==> config.mk <==
export PLATFORM = sky130hd
export DESIGN_NAME = traffic_ctrl_multi
export DESIGN_NICKNAME = d
export VERILOG_FILES = /design/src/rtl/traffic_ctrl_multi.sv
export SDC_FILE = /design/constraint.sdc
export NUM_CORES = 1
export LEC_CHECK = 0
export ABC_AREA = 0
export CAP_MARGIN = 20
export CELL_PAD_IN_SITES_DETAIL_PLACEMENT = 0
export CELL_PAD_IN_SITES_GLOBAL_PLACEMENT = 1
export CORE_AREA = 2 2 68 70
export DETAILED_ROUTE_END_ITERATION = 16
export DIE_AREA = 0 0 70 72
export HOLD_SLACK_MARGIN = 0.12
export PLACE_DENSITY = 0.8
export SLEW_MARGIN = 20
export SYNTH_ARGS = -nofsm -noshare
export SYNTH_HDL_FRONTEND = slang
export SYNTH_SLANG_ARGS = --single-unit
==> constraint.sdc <==
create_clock -name clk -period 2.98 [get_ports clk]
set_input_delay 0.894 -clock clk [delete_from_list [all_inputs] [get_ports clk]]
set_output_delay 0.894 -clock clk [all_outputs]
set_load 0.02 [all_outputs]
==> src/rtl/traffic_ctrl_multi.sv <==
// traffic_ctrl_multi
//   Multi-approach traffic signal controller. One approach at a time holds
//   right-of-way and cycles GREEN -> YELLOW -> ALLRED before the next
//   approach, picked round-robin from latched demand, gets GREEN. A flash
//   mode parks the junction in an all-approach yellow/dark flashing pattern.
//
// Ports
//   clk        : clock, all state changes on its rising edge
//   reset      : asynchronous, active-high reset
//   tick       : timebase enable, phase timers only advance when high
//   req        : per-approach demand, latched into a sticky pending register
//   flash_mode : level, requests flashing mode
//   light      : packed per-approach code, [2i+1:2i] = approach i
//                (00 green, 01 yellow, 10 red, 11 dark)
//   active_dir : approach currently holding right-of-way
//   phase_done : one-cycle pulse the cycle after every phase change
module traffic_ctrl_multi #(
   parameter int N_DIR        = 4,
   parameter int GREEN_TICKS  = 8,
   parameter int YELLOW_TICKS = 3,
   parameter int ALLRED_TICKS = 2,
   parameter int CNT_W        = 8
) (
   input  logic               clk,
   input  logic               reset,
   input  logic               tick,
   input  logic [N_DIR-1:0]   req,
   input  logic               flash_mode,
   output logic [2*N_DIR-1:0] light,
   output logic [2:0]         active_dir,
   output logic               phase_done
);

   typedef enum logic [1:0] {
      ST_GREEN  = 2'd0,
      ST_YELLOW = 2'd1,
      ST_ALLRED = 2'd2,
      ST_FLASH  = 2'd3
   } state_t;

   localparam logic [CNT_W-1:0]   GREEN_LOAD  = CNT_W'(GREEN_TICKS - 1);
   localparam logic [CNT_W-1:0]   YELLOW_LOAD = CNT_W'(YELLOW_TICKS - 1);
   localparam logic [CNT_W-1:0]   ALLRED_LOAD = CNT_W'(ALLRED_TICKS - 1);
   localparam logic [CNT_W-1:0]   CNT_ZERO    = {CNT_W{1'b0}};
   localparam logic [CNT_W-1:0]   CNT_ONE     = {{(CNT_W-1){1'b0}}, 1'b1};
   localparam logic [N_DIR-1:0]   ONE_DIR     = {{(N_DIR-1){1'b0}}, 1'b1};
   localparam logic [2*N_DIR-1:0] ALL_RED     = {N_DIR{2'b10}};
   localparam logic [2*N_DIR-1:0] ALL_YELLOW  = {N_DIR{2'b01}};
   localparam logic [2*N_DIR-1:0] ALL_DARK    = {N_DIR{2'b11}};
   localparam logic [2*N_DIR-1:0] SLOT0       = {{(2*N_DIR-2){1'b0}}, 2'b11};

   state_t             state_r, state_s;
   logic [CNT_W-1:0]   timer_r, timer_s;
   logic [N_DIR-1:0]   pend_r, pend_s;
   logic [N_DIR-1:0]   dir_oh_s, nxt_oh_s, req_eff_s;
   logic [2:0]         dir_s;
   logic               flash_ph_r, flash_ph_s;
   logic               others_pend_s;

   // Round-robin pick: first pending approach after cur (wrapping, cur itself
   // last); with nothing pending, simply the next approach.
   function automatic logic [2:0] rr_next(input logic [2:0] cur, input logic [N_DIR-1:0] p);
      logic [2:0] pick;
      logic       found;
      int         idx;
      pick  = (int'(cur) == N_DIR - 1) ? 3'd0 : cur + 3'd1;
      found = 1'b0;
      for (int k = 1; k <= N_DIR; k++) begin
         idx = (int'(cur) + k) % N_DIR;
         if (!found && (|(p & (ONE_DIR << idx)))) begin
            pick  = 3'(idx);
            found = 1'b1;
         end else begin
            pick  = pick;
         end
      end
      return pick;
   endfunction

   // Light pattern for a given phase, active approach and flash phase.
   function automatic logic [2*N_DIR-1:0] light_of(input state_t st, input logic [2:0] dir,
                                                   input logic ph);
      logic [2*N_DIR-1:0] mask;
      logic [2*N_DIR-1:0] res;
      mask = SLOT0 << {dir, 1'b0};
      case (st)
         ST_GREEN:  res = ALL_RED & ~mask;
         ST_YELLOW: res = (ALL_RED & ~mask) | (ALL_YELLOW & mask);
         ST_ALLRED: res = ALL_RED;
         ST_FLASH:  res = ph ? ALL_DARK : ALL_YELLOW;
         default:   res = ALL_RED;
      endcase
      return res;
   endfunction

   // Next-state, timer, selection and pending-demand logic.
   always_comb begin
      state_s       = state_r;
      timer_s       = timer_r;
      dir_s         = active_dir;
      flash_ph_s    = flash_ph_r;
      dir_oh_s      = ONE_DIR << active_dir;
      others_pend_s = |(pend_r & ~dir_oh_s);
      case (state_r)
         ST_GREEN: begin
            if (flash_mode) begin
               state_s = ST_YELLOW;
               timer_s = YELLOW_LOAD;
            end else if (!tick) begin
               timer_s = timer_r;
            end else if (timer_r != CNT_ZERO) begin
               timer_s = timer_r - CNT_ONE;
            end else if (others_pend_s) begin
               state_s = ST_YELLOW;
               timer_s = YELLOW_LOAD;
            end else begin
               // expired with no competing demand: hold green at zero
               timer_s = timer_r;
            end
         end
         ST_YELLOW: begin
            if (!tick) begin
               timer_s = timer_r;
            end else if (timer_r != CNT_ZERO) begin
               timer_s = timer_r - CNT_ONE;
            end else begin
               state_s = ST_ALLRED;
               timer_s = ALLRED_LOAD;
            end
         end
         ST_ALLRED: begin
            if (!tick) begin
               timer_s = timer_r;
            end else if (timer_r != CNT_ZERO) begin
               timer_s = timer_r - CNT_ONE;
            end else if (flash_mode) begin
               state_s    = ST_FLASH;
               timer_s    = CNT_ZERO;
               flash_ph_s = 1'b0;
            end else begin
               state_s = ST_GREEN;
               timer_s = GREEN_LOAD;
               dir_s   = rr_next(active_dir, pend_r);
            end
         end
         ST_FLASH: begin
            if (!flash_mode) begin
               state_s = ST_ALLRED;
               timer_s = ALLRED_LOAD;
            end else if (tick) begin
               flash_ph_s = ~flash_ph_r;
            end else begin
               flash_ph_s = flash_ph_r;
            end
         end
         default: begin
            state_s    = ST_GREEN;
            timer_s    = GREEN_LOAD;
            dir_s      = 3'd0;
            flash_ph_s = 1'b0;
         end
      endcase
      // the approach being served cannot re-arm its own demand while green
      if (state_r == ST_GREEN) begin
         req_eff_s = req & ~dir_oh_s;
      end else begin
         req_eff_s = req;
      end
      // entering green clears that approach's demand; clear beats a new set
      nxt_oh_s = ONE_DIR << dir_s;
      if ((state_s == ST_GREEN) && (state_r != ST_GREEN)) begin
         pend_s = (pend_r | req_eff_s) & ~nxt_oh_s;
      end else begin
         pend_s = pend_r | req_eff_s;
      end
   end

   // State registers and registered outputs.
   always_ff @(posedge clk or posedge reset) begin
      if (reset) begin
         state_r    <= ST_GREEN;
         timer_r    <= GREEN_LOAD;
         pend_r     <= {N_DIR{1'b0}};
         flash_ph_r <= 1'b0;
         active_dir <= 3'd0;
         phase_done <= 1'b0;
         light      <= light_of(ST_GREEN, 3'd0, 1'b0);
      end else begin
         state_r    <= state_s;
         timer_r    <= timer_s;
         pend_r     <= pend_s;
         flash_ph_r <= flash_ph_s;
         active_dir <= dir_s;
         phase_done <= (state_s != state_r);
         light      <= light_of(state_s, dir_s, flash_ph_s);
      end
   end

endmodule

-- Word-level counts from Yosys, hierarchy flattened
Cells that the tools add are included.
- register bits: 27
- input port bits: 8
- muxes and demuxes: 56
- reductions and logical operators: 21
- shifts and indexed selects: 7
- add/sub/neg operators: 6
- equal/unequal tests: 13
- bitwise operators: 17
- operators by type and width (kind ; count):
    $shl A1 B32 Y4 const A ; 4
    $mux W8 ; 10
    $pmux W8 S4 ; 2
    $mux W3 ; 10
    $and A4 B4 Y4 ; 7
    $mux W1 ; 20
    $mux W2 ; 10
    $reduce_or A4 Y1 ; 5
    $eq A2 B2 Y1 const B ; 4
    $mux W4 ; 2
    $not A4 Y4 ; 2
    $not A8 Y8 ; 1
    $or A8 B7 Y8 ; 1
    $pmux W2 S4 ; 1
    $reduce_bool A8 Y1 ; 1
    $reduce_or A2 Y1 ; 4
    $shl A1 B3 Y4 const A ; 2
    $shl A2 B4 Y8 const A ; 1
    $sub A8 B1 Y8 const B ; 1
    $ne A2 B2 Y1 const B ; 3
    $reduce_and A5 Y1 ; 1
    $add A2 B1 Y2 const B ; 2
    $add A2 B2 Y2 const B ; 2
    $and A1 B1 Y1 const A ; 4
    other kinds (13) ; 20

-- Longest topological paths before layout
Gate-level depths: netlist of the first run.
- word-level depth: 36
- depth in mapped cells: 10
- mapped depth without buffers: 9

-- Least setup slack after synthesis of the first run
Ideal clock, no wire load.
- kind: register -> register
- start: reg active_dir[0]
- end: reg light[6]
- arrival time: 2.397 ns
- period minus slack after synthesis: 2.517 ns
- slack: 0.463 ns
- stages on the path, launching flop included: 10
- data required time: 2.860 ns
- setup time: 0.120 ns
- cells stage by stage: dfrtp_1 -> inv_1 -> ha_1 -> a22o_1 -> or2_4 -> o31ai_4 -> mux2i_1 -> a21o_4 -> clkinv_4 -> a31o_2
- longest elaborated chain between the ends: 35
- elaborated cells on any way between the ends: 72
- ends and longest elaborated chain (element ; RTL line ; text):
    start: declaration ; 30 ; output logic [2:0] active_dir,
    start signal: assignment ; 193 ; active_dir <= dir_s;
    $add A2 B1 Y2 ; 69 ; idx = (int'(cur) + k) % N_DIR;
    $reduce_or A2 Y1 (no line) ; n/a ;
    $and A1 B1 Y1 (no line) ; n/a ;
    $shl A1 B32 Y4 ; 70 ; if (!found && (|(p & (ONE_DIR << idx)))) begin
    $and A4 B4 Y4 ; 70 ;
    $reduce_or A4 Y1 ; 70 ;
    $mux W1 ; 70 ;
    $mux W1 ; 136 ; end else if (flash_mode) begin
    [20 not listed] ; n/a ;
    $mux W3 * ; 136 ;
    $mux W3 * ; 134 ; end else if (timer_r != CNT_ZERO) begin
    $mux W3 * ; 132 ; if (!tick) begin
    $mux W3 * ; 104 ; case (state_r)
    via dir_s[1] ; 56 ; logic [2:0] dir_s;
    $shl A2 B4 Y8 * ; 85 ; mask = SLOT0 << {dir, 1'b0};
    $or A8 B7 Y8 * ; 88 ; ST_YELLOW: res = (ALL_RED & ~mask) | (ALL_YELLOW & mask);
    $pmux W8 S4 * ; 86 ; case (st)
    end signal: assignment ; 187 ; light <= light_of(ST_GREEN, 3'd0, 1'b0);
    end signal: assignment ; 195 ; light <= light_of(state_s, dir_s, flash_ph_s);
    end: declaration ; 29 ; output logic [2*N_DIR-1:0] light,
The timed path passes the listed nets; every way through them passes the cells marked *. The select of a mux whose other input is x is not followed.
A chain may end at the register's enable or synchronous reset.

-- Final worst setup path of the first run
Same ends and word-level chain as after synthesis.

==> results of run 1 <==
[registers in the layout (all words and copies together) (netlist names)]
| register | count |
|---|---|
| light | 8 |
| timer_r | 8 |
| pend_r | 4 |
| active_dir | 3 |
| state_r | 2 |
| flash_ph_r | 1 |
| phase_done | 1 |
[logic make-up after synthesis]
kind of cell	count (synthesis)	share of synthesized area
and+or+nand+nor	63	0.213
DFF	27	0.374
AOI/OAI and AO/OA	70	0.310
muxes	2	0.0110
buffers and inverters	20	0.0527
adders and majority gates	6	0.0397
[layout make-up]
| class | count | share of cell area |
|---|---|---|
| clock inverter | 1 | 0.00406 |
| timing repair buffer | 28 | 0.119 |
| clock buffer | 3 | 0.0191 |
| multi-input combinational | 141 | 0.486 |
| tap | 52 | 0.0301 |
| sequential | 27 | 0.317 |
| inverter | 13 | 0.0249 |
[path summary, 6_finish.rpt]
| kind | cells past startpoint | endpoint | slack (ns) |
|---|---|---|---|
| max reg2reg | 9 | light[6] | 0.27 |
| min reg2reg | 2 | timer_r[1] | 0.50 |
| max in group asynchronous | 3 | timer_r[0] | 1.71 |
| max | 9 | light[6] | 0.27 |
| min in group asynchronous | 3 | timer_r[4] | 0.96 |
| min | 2 | timer_r[1] | 0.50 |
[cells in the mapped netlist, drive strengths merged (5+ instances only)]
library cell  instances
dfrtp                21
inv                  12
o21ai                16
ha                    5
nor2                 14
nand2                12
dfstp                 6
nor3                  5
a21oi                18
[worst reg2reg max path, stage by stage, from the launching register on]
cell,delay [ns]
dfrtp_1,0.50
inv_1,0.13
ha_1,0.30
a22oi_1,0.35
o211ai_1,0.24
o31ai_4,0.32
mux2i_1,0.28
a21o_4,0.17
clkinv_4,0.08
a31o_2,0.23
[metal layers]
metal / track usage / routed length (microns) / vias up
li1: - / - / 746
met3: 0.0208 / 85 / 9
met1: 0.215 / 1880 / 734
met5: 0 / 0 / -
met4: 0.0620 / 79 / 0
met2: 0.316 / 2110 / 20
[through the flow]
step	hold WS, ns	area [sq um]	instances	utilization
after floorplan	0.464	1830	188	-
after global placement	0.481	2110	261	0.494
after detailed placement	0.488	2110	261	0.494
after CTS	0.502	2160	265	0.506
after global routing	0.555	2160	265	0.506
final	0.503	2160	265	0.506
[cells in the final DEF, fill, tap and decap left out, types with 4 or more instances in the layout]
cell type,n
ha_1,5
a21oi_1,18
o21ai_0,16
buf_4,9
nand2b_1,4
inv_1,12
nor2_1,13
nand3_1,4
nand2_1,12
a22oi_1,4
dfstp_2,6
clkdlybuf4s50_1,19
dfrtp_1,21
[power by group through the flow]
stage          Sequential (mW)  Combinational, mW  Clock (mW)
2_1_floorplan            0.672              0.956           0
3_3_place_gp             0.660               1.28           0
3_5_place_dp             0.667               1.32           0
4_1_cts                  0.660               1.33       0.225
5_1_grt                  0.685               1.45       0.248
6_report                 0.661               1.33       0.216
==> flow_summary.html, run 1 <==
<table>
<tr><th>Metric</th><th>Value</th></tr>
<tr><th colspan="2">Critical path</th></tr>
<tr><td>Data required, critical path</td><td>between 3 and 4 ns</td></tr>
<tr><td>Category of cells accounting for the largest share of critical-path delay</td><td>compound AO/OA/AOI/OAI gates</td></tr>
<tr><td>Start point of the critical path</td><td>active_dir[0]</td></tr>
<tr><td>Critical path start-end classification</td><td>flip-flop to flip-flop</td></tr>
<tr><td>Sort of element at the start of the critical path</td><td>flip-flop</td></tr>
<tr><td>Crit-path slowest cell</td><td>dfrtp_1</td></tr>
<tr><td>R2R Path Start</td><td>active_dir[0]</td></tr>
<tr><td>Critical path peak fanout</td><td>7</td></tr>
<tr><td>Worst Path Arrival</td><td>approximately 2.9 ns</td></tr>
<tr><td>Longest individual stage delay on the worst path</td><td>~0.50 ns</td></tr>
<tr><td>Critical path endpoint category</td><td>flip-flop</td></tr>
<tr><td>CP cell instances</td><td>inv_1 &gt; ha_1 &gt; a22oi_1 &gt; o211ai_1 &gt; o31ai_4 &gt; mux2i_1 &gt; a21o_4 &gt; clkinv_4 &gt; a31o_2</td></tr>
<tr><td>Critical path buffer and inverter count</td><td>2</td></tr>
<tr><th colspan="2">Power</th></tr>
<tr><td>PD cells</td><td>between 1000 and 1500 nW/um^2</td></tr>
<tr><td>Design Power</td><td>2.21 mW</td></tr>
<tr><td>Leakage power</td><td>around 0.88 nW</td></tr>
<tr><td>Net switching fraction of the power</td><td>0.467</td></tr>
<tr><td>NetSw</td><td>1.03 mW</td></tr>
<tr><td>Sequential power share</td><td>0.300</td></tr>
<tr><td>Part of the total power dissipated in combinational logic</td><td>0.602</td></tr>
<tr><td>IR Drop Worst-Case VDD</td><td>between 0.4 and 0.5 mV</td></tr>
<tr><td>Cell internal power dissipation</td><td>around 1.2 mW</td></tr>
<tr><td>Clk network pwr share</td><td>0.098</td></tr>
<tr><th colspan="2">Route</th></tr>
<tr><td>Post-route DRC violation count</td><td>0</td></tr>
<tr><td>Post-route antenna net violation count</td><td>0</td></tr>
<tr><td>Vias per std cell</td><td>5.69</td></tr>
<tr><td>Average wire per standard cell</td><td>about 16 microns</td></tr>
<tr><td>Count of TritonRoute iterations in the first routing pass</td><td>4</td></tr>
<tr><td>Via Count</td><td>~1500</td></tr>
<tr><td>Wire length after detailed routing</td><td>slightly above 4000 microns</td></tr>
<tr><td>1st-iter DRT viols</td><td>70</td></tr>
<tr><th colspan="2">Floorplanning</th></tr>
<tr><td>Horiz. Die Dim</td><td>about 70 microns</td></tr>
<tr><td>Initial core utilization</td><td>0.429</td></tr>
<tr><td>Placeable Area</td><td>between 4000 and 5000 sq um</td></tr>
<tr><td>Die outline area</td><td>just over 5000 sq um</td></tr>
<tr><td>Site Rows</td><td>24</td></tr>
<tr><td>I/O pin count</td><td>20</td></tr>
<tr><td>Die Y</td><td>between 70 and 80 microns</td></tr>
<tr><th colspan="2">Logic synthesis</th></tr>
<tr><td>Sequential share of the synthesized area</td><td>0.374</td></tr>
<tr><td>Synth area leader</td><td>dfrtp_1</td></tr>
<tr><td>Top flip-flop cell by instance count after synthesis</td><td>dfrtp_1</td></tr>
<tr><td>Number of standard cells after synthesis</td><td>188</td></tr>
<tr><td>Netlist area before placement</td><td>1830 sq um</td></tr>
<tr><td>Mapped Nets</td><td>roughly 200</td></tr>
<tr><td>Post-synthesis cell type count</td><td>between 60 and 70</td></tr>
<tr><td>Portion of synthesized cell area occupied by the leading cell type</td><td>0.287</td></tr>
<tr><td>Top post-synthesis cells by area</td><td>dfrtp_1 29%, dfstp_2 8.6%, a21oi_1 4.9%</td></tr>
<tr><td>Share of synthesized flip-flops with an asynchronous set or reset</td><td>1.00</td></tr>
<tr><td>EDFF count, synth</td><td>0</td></tr>
<tr><td>Syn avg cell area</td><td>between 9 and 10 sq um</td></tr>
<tr><td>Register bit total from synthesis</td><td>27</td></tr>
<tr><td>Warnings from Yosys</td><td>0</td></tr>
<tr><th colspan="2">Global routing</th></tr>
<tr><td>Number of antenna violations at the first check in global routing</td><td>0</td></tr>
<tr><td>Maximum number of pins on one net before global-route repair</td><td>28</td></tr>
<tr><td>First-pass GRT wire length</td><td>slightly above 7000 microns</td></tr>
<tr><td>Global-route usage over all layers</td><td>0.174</td></tr>
<tr><td>Number of global-route vias before repair</td><td>approximately 1500</td></tr>
<tr><td>Sum of overflow across all layers after global routing</td><td>0</td></tr>
<tr><th colspan="2">CTS</th></tr>
<tr><td>H-tree Lvls</td><td>1</td></tr>
<tr><td>Buffer levels on the longest clock path</td><td>2</td></tr>
<tr><td>Register clock-pin slew on the reported worst setup and hold paths</td><td>0.10 ns</td></tr>
<tr><td>Clock Latency Late Sink</td><td>between 0.2 and 0.3 ns</td></tr>
<tr><td>Post-cts repair resize count</td><td>0</td></tr>
<tr><td>CTS root buf</td><td>clkbuf_8</td></tr>
<tr><td>Total CTS buffers</td><td>3</td></tr>
<tr><td>CTS tree</td><td>yes</td></tr>
<tr><td>Sink Count</td><td>27</td></tr>
<tr><td>Post-CTS Repair Setup Buffers</td><td>0</td></tr>
<tr><td>Post-CTS Hold Buffers</td><td>0</td></tr>
<tr><th colspan="2">Placement</th></tr>
<tr><td>Final GP Congestion</td><td>~0.87</td></tr>
<tr><td>Input/output buffers</td><td>19</td></tr>
<tr><td>Worst slack, placed</td><td>0.0622 ns</td></tr>
<tr><td>HPWL after detailed placement</td><td>roughly 3200 microns</td></tr>
<tr><th colspan="2">Final layout</th></tr>
<tr><td>Area used by multi-input combinational logic</td><td>between 1000 and 1500 sq um</td></tr>
<tr><td>Count of antenna diodes in the layout</td><td>0</td></tr>
<tr><td>FF/Latch Area</td><td>about 680 sq um</td></tr>
<tr><td>Number of nets in the layout</td><td>227</td></tr>
<tr><td>Fraction of final layout cells with drive strength greater than 1</td><td>0.183</td></tr>
<tr><td>Growth of design area from synthesis to finish</td><td>18.1%</td></tr>
<tr><td>Layout filler cell count</td><td>390</td></tr>
<tr><th colspan="2">Timing</th></tr>
<tr><td>Final Worst Setup Slack</td><td>around 0.27 ns</td></tr>
<tr><td>Worst slew pin tran</td><td>~0.62 ns</td></tr>
<tr><td>Setup repair after global routing missed its margin</td><td>false</td></tr>
<tr><td>Final setup skew</td><td>0.00589 ns</td></tr>
<tr><td>Period utilisation layout</td><td>0.910</td></tr>
<tr><td>Final setup vio count</td><td>0</td></tr>
<tr><td>Setup_tns</td><td>0 ns</td></tr>
<tr><td>Relative slew margins</td><td>0.581</td></tr>
<tr><td>Max Transition Viols Final</td><td>0</td></tr>
<tr><td>Final min period</td><td>approximately 2.7 ns</td></tr>
<tr><td>Achievable clock frequency</td><td>369 MHz</td></tr>
<tr><td>Hold violation total from the final report</td><td>0</td></tr>
<tr><th colspan="2">Min path</th></tr>
<tr><td>Type of the most critical hold path</td><td>flip-flop to flip-flop</td></tr>
<tr><td>Start point of the worst hold path</td><td>timer_r[1]</td></tr>
<tr><th colspan="2">Status</th></tr>
<tr><td>Outcome</td><td>completed</td></tr>
<tr><th colspan="2">Flow run</th></tr>
<tr><td>Max_cap viols</td><td>0</td></tr>
</table>
Note: power is estimated with default switching activity, not from simulation.
==> run 2, diff against run 1 <==
CAP_MARGIN = 15   (was 20)
==> results of run 2 <==
The final DEF is identical to that of run 1; final timing and power are the same.
